--- src/rtl/neurocam_result_serializer.sv ---
// rtl/neurocam_result_serializer.sv - threshold filter, result FIFO and 3-byte frame serializer
// Optional NEUROCAM_RESULT_STATS_EN adds saturating accepted/dropped counters.
module neurocam_result_serializer #(
  parameter int DEPTH  = 4,
  parameter int ADDR_W = 6,
  parameter int DIST_W = 5,
  parameter int CONF_W = 8
) (
  input  logic                     clk,
  input  logic                     rst_n,
  input  logic                     in_valid,
  input  logic [ADDR_W-1:0]        in_addr,
  input  logic [DIST_W-1:0]        in_distance,
  input  logic [CONF_W-1:0]        in_confidence,
  input  logic [DIST_W-1:0]        thresh,
  output logic [7:0]               out_data,
  output logic                     out_valid,
  input  logic                     out_ready,
  output logic                     out_last,
  output logic [$clog2(DEPTH):0]   fifo_count,
  output logic                     drop_pulse
`ifdef NEUROCAM_RESULT_STATS_EN
  ,
  output logic [15:0]              stat_accepted,
  output logic [15:0]              stat_dropped
`endif
);

  localparam int PTR_W = $clog2(DEPTH);
  localparam int CNT_W = PTR_W + 1;
  localparam int ENT_W = ADDR_W + DIST_W + CONF_W;

  typedef enum logic [1:0] {IDLE, B0, B1, B2} state_t;

  state_t            state_q, state_d;
  logic [ENT_W-1:0]  mem_q [DEPTH];
  logic [PTR_W-1:0]  wr_ptr_q, rd_ptr_q;
  logic [CNT_W-1:0]  count_q, count_d;
  logic [ENT_W-1:0]  frame_q, frame_d;
  logic [7:0]        out_data_q, out_data_d;
  logic              out_valid_q, out_valid_d;
  logic              out_last_q, out_last_d;
  logic              drop_q;

  logic accept, not_empty, full, pop, push, drop;

  assign accept    = in_valid && (in_distance <= thresh);
  assign not_empty = (count_q != '0);
  assign full      = (count_q == CNT_W'(DEPTH));
  // A pop frees the slot on the same edge, so a push into a full FIFO still lands.
  assign pop       = not_empty && ((state_q == IDLE) || ((state_q == B2) && out_ready));
  assign push      = accept && (!full || pop);
  assign drop      = accept && full && !pop;

  always_comb begin
    count_d = count_q;
    case ({push, pop})
      2'b10:   count_d = count_q + CNT_W'(1);
      2'b01:   count_d = count_q - CNT_W'(1);
      default: count_d = count_q;
    endcase
  end

  always_ff @(posedge clk) begin
    if (push) mem_q[wr_ptr_q] <= {in_addr, in_distance, in_confidence};
  end

  always_ff @(posedge clk or negedge rst_n) begin
    if (!rst_n) begin
      state_q     <= IDLE;
      wr_ptr_q    <= '0;
      rd_ptr_q    <= '0;
      count_q     <= '0;
      frame_q     <= '0;
      out_data_q  <= '0;
      out_valid_q <= 1'b0;
      out_last_q  <= 1'b0;
      drop_q      <= 1'b0;
    end else begin
      state_q     <= state_d;
      count_q     <= count_d;
      frame_q     <= frame_d;
      out_data_q  <= out_data_d;
      out_valid_q <= out_valid_d;
      out_last_q  <= out_last_d;
      drop_q      <= drop;
      if (push) wr_ptr_q <= wr_ptr_q + PTR_W'(1);
      if (pop)  rd_ptr_q <= rd_ptr_q + PTR_W'(1);
    end
  end

  always_comb begin
    state_d = state_q;
    unique case (state_q)
      IDLE: if (not_empty) state_d = B0;
      B0:   if (out_ready) state_d = B1;
      B1:   if (out_ready) state_d = B2;
      B2:   if (out_ready) state_d = not_empty ? B0 : IDLE;
    endcase
  end

  // Output bytes are built from the next state so the registers present them one edge later.
  always_comb begin
    frame_d     = pop ? mem_q[rd_ptr_q] : frame_q;
    out_valid_d = (state_d != IDLE);
    out_last_d  = (state_d == B2);
    out_data_d  = 8'h00;
    unique case (state_d)
      IDLE: out_data_d = 8'h00;
      B0:   out_data_d = 8'h80 | 8'(frame_d[ENT_W-1 -: ADDR_W]);
      B1:   out_data_d = 8'(frame_d[CONF_W +: DIST_W]);
      B2:   out_data_d = frame_d[CONF_W-1:0];
    endcase
  end

  assign out_data   = out_data_q;
  assign out_valid  = out_valid_q;
  assign out_last   = out_last_q;
  assign fifo_count = count_q;
  assign drop_pulse = drop_q;

`ifdef NEUROCAM_RESULT_STATS_EN
  logic [15:0] stat_acc_q, stat_drp_q;

  always_ff @(posedge clk or negedge rst_n) begin
    if (!rst_n) begin
      stat_acc_q <= '0;
      stat_drp_q <= '0;
    end else begin
      if (push && (stat_acc_q != 16'hFFFF)) stat_acc_q <= stat_acc_q + 16'd1;
      if (drop && (stat_drp_q != 16'hFFFF)) stat_drp_q <= stat_drp_q + 16'd1;
    end
  end

  assign stat_accepted = stat_acc_q;
  assign stat_dropped  = stat_drp_q;
`endif

endmodule

--- config.mk ---
export PLATFORM = sky130hd
export DESIGN_NAME = neurocam_result_serializer
export DESIGN_NICKNAME = d
export VERILOG_FILES = /design/src/rtl/neurocam_result_serializer.sv
export SDC_FILE = /design/constraint.sdc
export NUM_CORES = 1
export LEC_CHECK = 0
export ABC_AREA = 1
export BUFFER_PORTS_ARGS = -buffer_cell sky130_fd_sc_hd__buf_2
export CAP_MARGIN = 40
export CELL_PAD_IN_SITES_DETAIL_PLACEMENT = 1
export CELL_PAD_IN_SITES_GLOBAL_PLACEMENT = 1
export CORE_AREA = 2 2 124 126
export DETAILED_ROUTE_END_ITERATION = 10
export DIE_AREA = 0 0 126 128
export GPL_TIMING_DRIVEN = 0
export PLACE_DENSITY = 0.66
export SLEW_MARGIN = 20
export SYNTH_ARGS = -nofsm -noshare
export SYNTH_HDL_FRONTEND = slang
export SYNTH_SLANG_ARGS = --single-unit
export TNS_END_PERCENT = 20
--- constraint.sdc ---
create_clock -name clk -period 2.85 [get_ports clk]
set_clock_uncertainty 0.2 [all_clocks]
set_input_delay 0.1425 -clock clk [delete_from_list [all_inputs] [get_ports clk]]
set_output_delay 0.1425 -clock clk [all_outputs]
set_load 0.01 [all_outputs]
==> results.py, run 1 <==
metrics = {
    "global_routing": {
        "grt-ovfl-total": 0,
        "grt_max_degree": 21,
        "grt_pass1_wl_microns": 17800,
        "grtUsageTotal": 0.149,
        "antenna_found_initial": 0,
        "grt_pass1_vias": 3336,
    },
    "final_layout": {
        "layout-drive-gt1-share": 0.194,
        "nets": 521,
        "layout.cells.non_filler": 684,
        "n_antenna_cell": 0,
        "syn_to_final_growth_pct": 27.3,
        "fillers": 1626,
        "final_common_cell": "nor2_1",
        "final_cell_mix": "nor2_1, edfxtp_1, buf_2, nand2_1, dfrtp_1",
    },
    "placement": {
        "io_buffers": 41,
        "gp_congestion": 0.744,
        "dp_hpwl_microns": 7200,
        "dp.cells": 629,
    },
    "synth": {
        "synthAdderAreaFrac": 0.0286,
        "synthMuxAreaShare": 0,
        "synth_cells": 399,
        "ys_types": 28,
        "synth_top_family_by_area": "simple AND/OR/NAND/NOR gates",
        "ys_seq_area_frac": 0.704,
        "ys_ff_latch": 115,
        "synth.net_count": 437,
        "syn_area_sq_mm": 0.00463,
        "synth_compound_area_frac": 0.0797,
        "yosysWarnings": 0,
        "synthXorXnorAreaFrac": 0.00568,
        "yosys.area_share.simple": 0.137,
        "avgSynthCellArea_sq_um": 11.6,
    },
    "setup_path": {
        "path_buf_inv": 4,
        "path_cells": "dlygate4sd3_1 -> buf_2 -> inv_1 -> ha_1 -> inv_1 -> nand2_1 -> nand3_1 -> nand2_1 -> nand3_2 -> nor2_4",
        "rrSetupSlack_ns": 0.58,
        "cp-end-kind": "register",
        "worstRegToRegCells": 6,
        "r2r_end": "mem_q[3][5]",
        "rr_startpoint": "state_q[1]",
        "start_kind": "input port",
        "crit_arrival_ns": 2.37,
        "crit_required_ns": 2.69,
        "worst-setup-path-type": "input port to register",
        "cp_max_fo": 19,
        "slowest_stage": "nor2_4",
        "critical_path.top_delay_family": "simple AND/OR/NAND/NOR gates",
        "max_stage_delay_ns": 0.66,
    },
    "floorplanning": {
        "die_h_microns": 128,
        "core_sq_mm": 0.0149,
        "initial_utilization": 0.311,
        "ios": 42,
        "die_x_microns": 126,
        "die-area_sq_mm": 0.0161,
        "rows": 45,
    },
    "run_status": {
        "outcome": "completed",
    },
    "timing": {
        "finalHoldViolCount": 0,
        "worst_pin_slew_ns": 0.709,
        "fmax_mhz": 394,
        "setup_viol": 0,
        "tns_ns": 0,
        "slew_headroom": 0.526,
        "slew_violations": 0,
        "period_minus_slack_ns": 2.54,
        "finalCritPeriodShare": 0.890,
        "rsz0062_at_grt": "false",
    },
    "clock_network": {
        "clkLatencyLatePin_ns": 0.41,
        "cts.clk_slew.worst_paths_ns": 0.05,
        "clockRootBuffer": "clkbuf_16",
        "cts_sinks": 115,
        "cts_tree": "built",
        "htree_levels": 4,
        "clockBufferDepth": 2,
        "numCtsBuffers": 17,
    },
    "power_and_ir_drop": {
        "leakagePower_nw": 2.37,
        "vdd_drop_max_mv": 0.614,
        "p_per_area_mw_per_mm2": 1100,
    },
    "detailed_routing": {
        "via_count": 3161,
        "ant_nets": 0,
        "viasPerCell": 4.62,
        "route.detailed.drc": 0,
        "drtPass1Iterations": 4,
        "totalWireLength_microns": 11100,
        "drt_iter0_drc": 147,
        "avgRoutedWirePerCell_microns": 16.2,
    },
    "run": {
        "max_cap_violations": 0,
    },
    "worst_hold_path": {
        "min_path_type": "input port to async pin",
    },
}
[cell usage after synthesis]
library cell,number,area share
a21oi_1,3,0.0032
a31oi_1,17,0.023
a31oi_2,2,0.0054
and2_1,1,0.0014
buf_1,1,0.00081
buf_2,6,0.0065
buf_4,2,0.0032
buf_6,4,0.0097
clkbuf_1,2,0.0016
dfrtp_1,39,0.21
edfxtp_1,76,0.49
fa_1,1,0.0043
ha_1,9,0.024
inv_1,24,0.019
inv_2,5,0.0041
nand2_1,42,0.034
nand2_2,1,0.0014
nand3_1,10,0.011
nand4_1,1,0.0014
nor2_1,105,0.085
nor2_2,1,0.0014
o21ai_0,34,0.037
o21ai_1,6,0.0065
o21ai_2,1,0.0019
o21bai_1,1,0.0016
o22ai_1,1,0.0014
or2_2,1,0.0014
xor2_1,3,0.0057
[worst reg2reg max path, stage by stage, from the launching register on]
cell,delay [ns]
dfrtp_1,0.37
inv_1,0.10
nand2_1,0.07
o21ai_2,0.08
or2_2,0.15
nand3_2,0.25
nor2_4,0.67
[flip-flops by register name, indices dropped and copies added (netlist names)]
name	cells
frame_q	19
out_valid	1
mem_q	76
drop_pulse	1
state_q	2
fifo_count	3
out_data	8
wr_ptr_q	2
rd_ptr_q	2
out_last	1
[worst max path at each step]
stage / slack [ns] / cells past startpoint / to / startpoint
after global placement: -0.72 / 9 / mem_q[2][0] / in_distance[4]
after CTS: 0.08 / 10 / mem_q[2][17] / in_distance[0]
after detailed placement: -0.04 / 9 / mem_q[2][0] / in_distance[4]
after floorplan: 0.44 / 8 / mem_q[0][0] / thresh[4]
final: 0.31 / 10 / mem_q[3][5] / in_distance[0]
after global routing: 0.14 / 10 / mem_q[3][17] / in_distance[0]
[cell families after synthesis]
family	Yosys count
simple gates	162
buf+inv	44
fa+ha+maj	10
xor+xnor	3
compound gates	65
flops	115
[final cells by class]
class / instances / area (sq um) / area share
Clock buffer: 25 / 485 / 0.0824
Sequential cell: 115 / 3260 / 0.553
Buffer: 15 / 101 / 0.0172
Tap cell: 188 / 235 / 0.0399
Inverter: 29 / 109 / 0.0185
Multi-Input combinational cell: 240 / 1200 / 0.203
Clock inverter: 7 / 35.0 / 0.00594
Timing Repair Buffer: 65 / 473 / 0.0803
[through the flow]
stage / total power [mW] / hold slack [ns] / worst slack, ns / utilization / cell area, sq um
after CTS: 6.59 / 0.0485 / 0.0843 / 0.395 / 5870
after global routing: 6.98 / 0.0765 / 0.143 / 0.396 / 5890
final: 6.51 / 0.0496 / 0.314 / 0.396 / 5890
after global placement: 4.56 / 0.127 / -0.718 / 0.341 / 5070
after floorplan: 3.88 / -0.353 / 0.438 / - / 4630
after detailed placement: 4.69 / -0.0489 / -0.0449 / 0.345 / 5130
[per-layer routing]
layer,global-route usage,share of wire,wire (microns)
met4,0.0608,0.018,204
met3,0.0388,0.030,332
met5,0,0,0
met2,0.249,0.50,5510
met1,0.184,0.45,5030
[power by group]
part           internal (mW)  switching (mW)  total (mW)
Sequential              2.23           0.148        2.38
Clock                   1.16           0.679        1.84
Combinational          0.765            1.52        2.28
[timing repair]
item / 4_1_cts / 5_1_grt
hold buffers: 22 / 0
setup endpoints to repair: 0 / 76
hold endpoints to repair: 120 / 0
buffers inserted: 0 / 1
gates resized for setup: 0 / 1
Note: power is estimated with default switching activity, not from simulation.
==> run 2: changes to the inputs <==
Settings changed: GPL_TIMING_DRIVEN 0 to not set.
==> run 2 against run 1 <==
Net effect: register-to-register slack worse by 0.03 ns; first-iteration DRC count rose by 10%; sequential power hardly changed; die area is the same; sequential cell count unchanged; via count fell by 1.4%; fmax up 1.5%; largest cell class unchanged.
==> results.py, run 2 (same netlist as run 1, synthesis figures left out) <==
metrics = {
    "run_status": {
        "outcome": "completed",
    },
    "timing": {
        "slew_violations": 0,
        "tns_ns": 0,
        "finalCritPeriodShare": 0.877,
        "rsz0062_at_grt": "false",
        "period_minus_slack_ns": 2.50,
        "worst_pin_slew_ns": 0.698,
        "setup_viol": 0,
        "slew_headroom": 0.533,
        "finalHoldViolCount": 0,
        "fmax_mhz": 400,
    },
    "worst_hold_path": {
        "min_path_type": "input port to async pin",
    },
    "floorplanning": {
        "rows": 45,
        "die_h_microns": 128,
        "core_sq_mm": 0.0149,
        "initial_utilization": 0.311,
        "die-area_sq_mm": 0.0161,
        "ios": 42,
        "die_x_microns": 126,
    },
    "setup_path": {
        "crit_required_ns": 2.95,
        "crit_arrival_ns": 2.60,
        "crit_start": "in_distance[4]",
        "r2r_end": "fifo_count[2]",
        "cp_max_fo": 5,
        "start_kind": "input port",
        "rr_startpoint": "fifo_count[1]",
        "rrSetupSlack_ns": 0.55,
        "worstRegToRegCells": 13,
        "worst-setup-path-type": "input port to register",
        "cp-end-kind": "register",
    },
    "final_layout": {
        "final_common_cell": "nor2_1",
        "nets": 516,
        "layout-drive-gt1-share": 0.178,
        "seq_area_sq_mm": 0.00326,
        "final_cell_mix": "nor2_1, edfxtp_1, nand2_1, buf_2, dfrtp_1",
        "multiInputGateArea_sq_mm": 0.00116,
        "n_antenna_cell": 0,
        "fillers": 1643,
        "syn_to_final_growth_pct": 25.7,
        "largest_reg_flops": 76,
        "final_cell_area_sq_mm": 0.00582,
        "regMostFlops": "mem_q",
    },
    "detailed_routing": {
        "totalWireLength_microns": 10700,
        "ant_nets": 0,
        "highest_layer": "met4",
        "drtPass1Iterations": 4,
        "drt_iter0_drc": 162,
        "wl_met3_microns": 490,
        "viasPerCell": 4.60,
        "routedLengthMet1_microns": 4650,
        "route.detailed.drc": 0,
        "route.met2.wl_microns": 5410,
        "avgRoutedWirePerCell_microns": 15.8,
        "via_count": 3118,
    },
    "global_routing": {
        "grt-ovfl-total": 0,
        "grt_pass1_vias": 3424,
        "antenna_found_initial": 0,
        "grtUsageTotal": 0.142,
        "grt_pass1_wl_microns": 17400,
        "grt_max_degree": 40,
    },
    "placement": {
        "gp_congestion": 0.752,
        "postPlaceCellArea_sq_mm": 0.00508,
        "dp_hpwl_microns": 7070,
        "io_buffers": 41,
    },
    "clock_network": {
        "cts_tree": "built",
        "clockBufferDepth": 2,
        "cts_sinks": 115,
        "cts.clk_slew.worst_paths_ns": 0.05,
        "clockRootBuffer": "clkbuf_16",
        "clkLatencyLatePin_ns": 0.41,
        "cts_resized": 0,
        "numCtsBuffers": 17,
        "htree_levels": 4,
    },
    "power_and_ir_drop": {
        "p_per_area_mw_per_mm2": 1100,
        "leakagePower_nw": 2.35,
        "vdd_drop_max_mv": 0.499,
    },
    "run": {
        "max_cap_violations": 0,
    },
}
[run 2: changes by cell type in the layout (fill, tap and decap cells not counted), moves of 2 or more]
cell	before	now
clkbuf_8	3	1
buf_6	4	0
clkbuf_1	7	5
nor2_4	4	0
buf_2	47	41
buf_4	2	11
nor2_1	101	105
[run 2: critical path: stages]
cell and delay [ns]:
dlygate4sd3_1 0.53, buf_2 0.15, ha_1 0.31, nand2_1 0.09
nor2_1 0.06, nand2_1 0.06, nand3_1 0.07, nand2_1 0.17
nand2_1 0.10, nand2_1 0.11, inv_1 0.07, fa_1 0.39
inv_1 0.07, nand2_1 0.07, nand2_1 0.07, nand2_1 0.05
nand2_1 0.06, inv_1 0.04
[run 2: what timing repair did]
action                                 CTS  global route
hold buffers                            22             0
endpoints found under the hold margin  119             0
setup endpoints to repair                0             0
setup buffers                            0             0
[run 2: worst max path at each step]
| stage | to | cells after the start |
|---|---|---|
| finish | fifo_count[2] | 18 |
| global route | fifo_count[2] | 18 |
| CTS | fifo_count[2] | 18 |
| detailed placement | fifo_count[2] | 17 |
| global placement | fifo_count[2] | 17 |
| floorplan | mem_q[0][0] | 8 |
[run 2: metal layers]
layer	up-vias	GRT usage
li1	1507	-
met1	1512	0.169
met2	79	0.245
met3	20	0.0396
met4	0	0.0543
met5	-	0
[run 2: final cells by class]
cell class,count,share of cell area
sequential,115,0.560
multi-input combinational,240,0.199
timing repair buffer,75,0.0920
clock buffer,23,0.0787
tap,188,0.0404
inverter,29,0.0187
clock inverter,8,0.0110
[run 2: where the power goes]
group          internal [mW]  switching (mW)  total, mW
registers               2.23           0.176       2.41
clock network           1.20           0.679       1.88
logic                  0.677            1.41       2.09
total                   4.11            2.27       6.38
[run 2: metrics by stage]
step | hold slack [ns] | std cells | setup WS [ns] | power, mW | utilization
floorplan | -0.353 | 399 | 0.438 | 3.88 | -
global placement | 0.125 | 624 | 0.582 | 4.41 | 0.340
detailed placement | -0.0802 | 625 | 0.485 | 4.54 | 0.342
CTS | 0.0295 | 678 | 0.358 | 6.47 | 0.392
global route | 0.0491 | 678 | 0.164 | 6.84 | 0.392
finish | 0.0195 | 678 | 0.351 | 6.38 | 0.392
